<file path="config.mk">
export PLATFORM = sky130hd
export DESIGN_NAME = aes_sub_bytes_iter
export DESIGN_NICKNAME = d
export VERILOG_FILES = /design/src/rtl/aes_sub_bytes_iter.sv
export SDC_FILE = /design/constraint.sdc
export NUM_CORES = 2
export LEC_CHECK = 0
export CELL_PAD_IN_SITES_DETAIL_PLACEMENT = 1
export CELL_PAD_IN_SITES_GLOBAL_PLACEMENT = 2
export CORE_MARGIN = 2
export CORE_UTILIZATION = 40
export CTS_CLUSTER_DIAMETER = 50
export DETAILED_ROUTE_END_ITERATION = 6
export GPL_ROUTABILITY_DRIVEN = 0
export PLACE_DENSITY_LB_ADDON = 0.1
export RECOVER_POWER = 50
export SYNTH_ARGS = -nofsm -noshare
export SYNTH_HDL_FRONTEND = slang
export SYNTH_HIERARCHICAL = 1
export SYNTH_SLANG_ARGS = --single-unit
</file>
<file path="constraint.sdc">
create_clock -name clk -period 34.9 [get_ports clk]
set_clock_uncertainty 0.2 [all_clocks]
set_input_delay 6.98 -clock clk [delete_from_list [all_inputs] [get_ports clk]]
set_output_delay 6.98 -clock clk [all_outputs]
set_load 0.01 [all_outputs]
</file>
<file path="src/rtl/aes_sub_bytes_iter.sv">
// Iterative AES SubBytes: LANES combinational S-boxes substitute the 16 state bytes over 16/LANES cycles.
// Optional macro AES_SUB_BYTES_SHIFT_ROWS_EN fuses ShiftRows into out_data.

module aes_sub_bytes_sbox (
  input  logic [7:0] a_i,
  output logic [7:0] y_o
);

  function automatic logic [7:0] gf_mul(input logic [7:0] a, input logic [7:0] b);
    logic [7:0] p;
    logic [7:0] t;
    p = 8'h00;
    t = a;
    for (int i = 0; i < 8; i++) begin
      p = p ^ (b[i] ? t : 8'h00);
      t = {t[6:0], 1'b0} ^ (t[7] ? 8'h1b : 8'h00);
    end
    return p;
  endfunction

  function automatic logic [7:0] rotl8(input logic [7:0] v, input int n);
    return 8'((v << n) | (v >> (8 - n)));
  endfunction

  logic [7:0] x2_s, x3_s, x12_s, x15_s, x240_s, inv_s;

  // Inverse in GF(2^8) as x^254 (maps 0 to 0), then the AES affine transform.
  always_comb begin
    x2_s   = gf_mul(a_i, a_i);
    x3_s   = gf_mul(x2_s, a_i);
    x12_s  = gf_mul(gf_mul(x3_s, x3_s), gf_mul(x3_s, x3_s));
    x15_s  = gf_mul(x12_s, x3_s);
    x240_s = gf_mul(x15_s, x15_s);
    x240_s = gf_mul(x240_s, x240_s);
    x240_s = gf_mul(x240_s, x240_s);
    x240_s = gf_mul(x240_s, x240_s);
    inv_s  = gf_mul(x240_s, gf_mul(x12_s, x2_s));
    y_o    = inv_s ^ rotl8(inv_s, 1) ^ rotl8(inv_s, 2) ^ rotl8(inv_s, 3) ^ rotl8(inv_s, 4) ^ 8'h63;
  end

endmodule

module aes_sub_bytes_iter #(
  parameter int LANES = 4
) (
  input  logic         clk,
  input  logic         rst_n,
  input  logic         in_valid,
  output logic         in_ready,
  input  logic [127:0] in_data,
  output logic         out_valid,
  input  logic         out_ready,
  output logic [127:0] out_data,
  output logic         busy
);

  localparam int N  = 16 / LANES;
  localparam int KW = (N > 1) ? $clog2(N) : 1;

  if (LANES != 1 && LANES != 2 && LANES != 4 && LANES != 8 && LANES != 16) begin : g_bad_lanes
    $error("aes_sub_bytes_iter: LANES must be 1, 2, 4, 8 or 16");
  end

  typedef enum logic [1:0] {
    IDLE = 2'd0,
    BUSY = 2'd1,
    DONE = 2'd2
  } state_t;

  state_t      state_q;
  logic [KW-1:0] k_q;
  logic [7:0]  work_q [16];
  logic [7:0]  work_d [16];
  logic        in_ready_q;
  logic        out_valid_q;
  logic        busy_q;
  logic [3:0]  base_s;
  logic [3:0]  lane_idx_s [LANES];
  logic [7:0]  sbox_in_s  [LANES];
  logic [7:0]  sbox_out_s [LANES];

  // Group k covers bytes k*LANES .. k*LANES+LANES-1; the 4-bit index can never leave 0..15.
  always_comb begin
    base_s = 4'(k_q * LANES);
    for (int l = 0; l < LANES; l++) begin
      lane_idx_s[l] = base_s + 4'(l);
      sbox_in_s[l]  = work_q[lane_idx_s[l]];
    end
  end

  for (genvar g = 0; g < LANES; g++) begin : g_lane
    aes_sub_bytes_sbox u_sbox (
      .a_i (sbox_in_s[g]),
      .y_o (sbox_out_s[g])
    );
  end

  // Working register with the current group replaced by S-box outputs.
  always_comb begin
    work_d = work_q;
    for (int l = 0; l < LANES; l++) begin
      work_d[lane_idx_s[l]] = sbox_out_s[l];
    end
  end

  // Control FSM with registered handshake outputs and the working register.
  always_ff @(posedge clk) begin
    if (!rst_n) begin
      state_q     <= IDLE;
      k_q         <= '0;
      in_ready_q  <= 1'b1;
      out_valid_q <= 1'b0;
      busy_q      <= 1'b0;
      for (int i = 0; i < 16; i++) begin
        work_q[i] <= 8'h00;
      end
    end else begin
      case (state_q)
        IDLE: begin
          if (in_valid && in_ready_q) begin
            for (int i = 0; i < 16; i++) begin
              work_q[i] <= in_data[127 - 8*i -: 8];
            end
            k_q        <= '0;
            in_ready_q <= 1'b0;
            busy_q     <= 1'b1;
            state_q    <= BUSY;
          end
        end
        BUSY: begin
          work_q <= work_d;
          if (k_q == KW'(N - 1)) begin
            k_q         <= '0;
            busy_q      <= 1'b0;
            out_valid_q <= 1'b1;
            state_q     <= DONE;
          end else begin
            k_q <= k_q + KW'(1);
          end
        end
        DONE: begin
          if (out_ready) begin
            out_valid_q <= 1'b0;
            in_ready_q  <= 1'b1;
            state_q     <= IDLE;
          end
        end
        default: begin
          state_q     <= IDLE;
          k_q         <= '0;
          in_ready_q  <= 1'b1;
          out_valid_q <= 1'b0;
          busy_q      <= 1'b0;
        end
      endcase
    end
  end

  assign in_ready  = in_ready_q;
  assign out_valid = out_valid_q;
  assign busy      = busy_q;

`ifdef AES_SUB_BYTES_SHIFT_ROWS_EN
  // Byte (r,c) of the output takes substituted byte (r,(c+r) mod 4); index is r+4c.
  always_comb begin
    out_data = 128'h0;
    for (int r = 0; r < 4; r++) begin
      for (int c = 0; c < 4; c++) begin
        out_data[127 - 8*(r + 4*c) -: 8] = work_q[r + 4*((c + r) % 4)];
      end
    end
  end
`else
  // Plain SubBytes result, packed back into column-major order.
  always_comb begin
    out_data = 128'h0;
    for (int i = 0; i < 16; i++) begin
      out_data[127 - 8*i -: 8] = work_q[i];
    end
  end
`endif

endmodule

</file>
==> metrics.txt <==
worst min path class reg -> reg; Slowest cell on crit path mux4_2; Synth Net Count 8,221; clk sinks 135; Mapped Cells 7,896; DRT Pass-1 Iters 6; maximum clock rate 32.0 MHz; Yosys reg bits 135; Post-synth EDFFs 0; Post-Syn Area 0.0646 mm^2; Post-Synth Adder-Cell Area 0.0374; first-pass GRT wire length 367,000 um; Hold Crit Start busy; Max-Slew Margin vs Limit -1.57; Cell Rows 147; RSZ-0062 raised after global routing no; pin count of the biggest net entering global routing 79; vias per cell 5.89; main combinational cell family by area after synthesis XOR/XNOR gates; critical path launch point type flop; peak fanout along the critical path 25; Worst Setup End Kind flop; CTS Hold Buffers Added 0; reg2reg start k_q[1]; CTS tree done; Total GRT Usage 0.284; Simple-Gate Fraction of Synth Area 0.190; Clk Latency, worst-skew pair 0.56 ns; sequential fraction of the synthesis area 0.0418; failing checks capacitance limit, slew limit; Die Height 406 um; Worst R2R Path Depth 86; max-cap violation count 3; DR iter-0 viols 4,369; Worst Path Required 35.14 ns; final worst-path cycle share 0.896; WL/cell 24.1 um; IO buf count 262; CTS Buf Count 17; I/O pin total 263; Vias 58,600; WHS Endpoint busy; synth warn 6; setup TNS 0 ns; initial antenna violation count 22; share of cells above drive strength 1 0.0956; worst hold path cell count 2; vias in the first global route 59,300; Fillers 19,200; Final Hold Vio Count 0; htree depth 4; RR Endpoint out_data[20]; core area 0.161 mm^2; dpl hpwl 182,000 um; Clock Pin Slew Worst Setup and Hold Paths 0.08 ns; synth unique cells 130; Starting Density 0.402; DRC viols 0; Post-synth ARST share 0; Layout area overhead 6.73%; setup repair bufs after CTS 0; xor/xnor share of the synthesized area 0.442; post-CTS sizing 0; Final Routed Wirelength 240,000 um; Crit path arrival time 31.50 ns; critical path class reg -> reg; layout net count 8,094; Post-DRT Antenna Nets 0; gr ovfl total 0; post-layout minimum cycle time 31.26 ns; Die W 406 um; Synth Flop Type dfxtp_1; post-synthesis mux area share 0.0359; die area 0.165 mm^2; final-report max-slew violation count 124; family with the most delay on the worst path XOR/XNOR gates; Mean Syn Cell Area 8.18 um^2; cell mode on critical path ha_1; clock tree buffer depth 2; worst reg2reg setup slack 3.64 ns; slew of the pin with the lowest slew margin 3.85 ns; Critical path buffers and inverters 14; Compound-Gate Fraction of Synth Area 0.195; run status finished, violations left; largest incremental delay on the critical path 0.85 ns; CTS Root Cell clkbuf_16; Final setup viols 0
[logic make-up (layout without fill, tap and decap cells)]
group,after synthesis,in the layout
AOI/OAI and AO/OA,1666,1666
xor gates and xnor gates,2294,2294
adders and majority gates,193,193
buffers and inverters,824,710
DFF,135,135
muxes,189,189
other,0,6
and+or+nand+nor,2595,2595
[worst max path at each step]
stage | to | slack (ns) | start | cells past startpoint
finish | out_data[20] | 3.64 | k_q[1] | 86
global route | out_data[20] | 1.53 | k_q[1] | 86
CTS | out_data[20] | 3.84 | k_q[1] | 86
detailed placement | out_data[20] | 3.96 | k_q[1] | 86
global placement | out_data[20] | 4.17 | k_q[1] | 86
floorplan | out_data[126] | 10.70 | k_q[1] | 94
[worst min-delay path: stages (launching register included)]
cell and delay (ns):
dfxtp_1 0.33, nand2_1 0.06, a21oi_1 0.05
[state kept, by name, summed over array words and instances (netlist names)]
| signal | count |
|---|---|
| out_data | 128 |
| k_q | 2 |
| state_q | 2 |
| busy | 1 |
| in_ready | 1 |
| out_valid | 1 |
[per-stage QoR]
| stage | hold slack, ns | cell area [um^2] | utilization | setup slack, ns | instances |
|---|---|---|---|---|---|
| after floorplan | 0.293 | 64600 | - | 10.70 | 7896 |
| after global placement | 0.267 | 68300 | 0.426 | 4.17 | 9910 |
| after detailed placement | 0.290 | 68300 | 0.426 | 3.96 | 9910 |
| after CTS | 0.303 | 69000 | 0.430 | 3.84 | 9942 |
| after global routing | 0.333 | 69000 | 0.429 | 1.53 | 9943 |
| final | 0.289 | 69000 | 0.430 | 3.64 | 9948 |
[cells in the final DEF, fill, tap and decap left out, types with 112 or more instances in the layout]
| cell | instances |
|---|---|
| nor2_1 | 749 |
| o211ai_1 | 112 |
| o21ai_0 | 197 |
| xor2_1 | 375 |
| a21o_1 | 130 |
| a21oi_1 | 262 |
| ha_1 | 193 |
| dfxtp_1 | 132 |
| buf_4 | 126 |
| o21a_1 | 124 |
| mux2i_1 | 142 |
| clkdlybuf4s50_1 | 135 |
| dlygate4sd3_1 | 126 |
| xnor2_1 | 1266 |
| inv_1 | 193 |
| nand3_1 | 155 |
| nand2_1 | 857 |
| xnor3_1 | 356 |
| nor3_1 | 233 |
[per-layer routing]
layer,GRT usage,part of all wire
met4,0.0762,0.027
met5,0.0116,0.0013
met1,0.389,0.46
met2,0.457,0.45
met3,0.0492,0.060
[synthesized netlist by cell type, types with 22 or more instances]
cell type,number,share of area
a211oi_2,43,0.0083
mux2i_1,142,0.022
dfxtp_1,135,0.042
xnor2_4,29,0.012
o21ai_1,43,0.0033
xnor2_1,1267,0.17
buf_4,75,0.0087
inv_1,192,0.011
nand2_1,860,0.050
nor3_1,233,0.018
or3_1,54,0.0052
a211o_1,27,0.0037
a211oi_1,91,0.011
ha_1,193,0.037
nor4_1,41,0.0040
xor2_2,35,0.0088
xor3_1,70,0.026
o31a_1,22,0.0030
o21ai_0,197,0.015
nor2b_1,58,0.0056
nand4_1,45,0.0044
nand3_1,155,0.012
buf_2,189,0.015
xnor3_2,42,0.015
buf_1,38,0.0022
a22oi_1,92,0.011
a21oi_1,265,0.021
o22ai_1,52,0.0050
and4_1,26,0.0035
and3_1,73,0.0071
nor2_1,749,0.044
clkbuf_1,217,0.013
a31oi_1,55,0.0053
o221a_1,96,0.017
o21a_1,124,0.014
nand2b_1,58,0.0056
o211ai_1,112,0.013
a21o_1,130,0.015
o211a_1,28,0.0043
inv_2,81,0.0047
xor2_1,376,0.051
xnor3_1,356,0.12
mux4_2,32,0.011
and2_1,64,0.0062
xnor2_2,99,0.025
[final cells by class]
| class | instances | area (um^2) | area share |
|---|---|---|---|
| Tap cell | 2160 | 2700 | 0.0392 |
| Antenna cell | 6 | 15.0 | 0.000218 |
| Clock buffer | 17 | 425 | 0.00617 |
| Clock inverter | 15 | 205 | 0.00298 |
| Timing Repair Buffer | 390 | 3570 | 0.0518 |
| Inverter | 288 | 1110 | 0.0161 |
| Sequential cell | 135 | 2710 | 0.0393 |
| Multi-Input combinational cell | 6937 | 58200 | 0.844 |
Power is left out: the tool's default activity adds up to more than one toggle a clock period on the data nets, which glitch-free logic cannot reach.
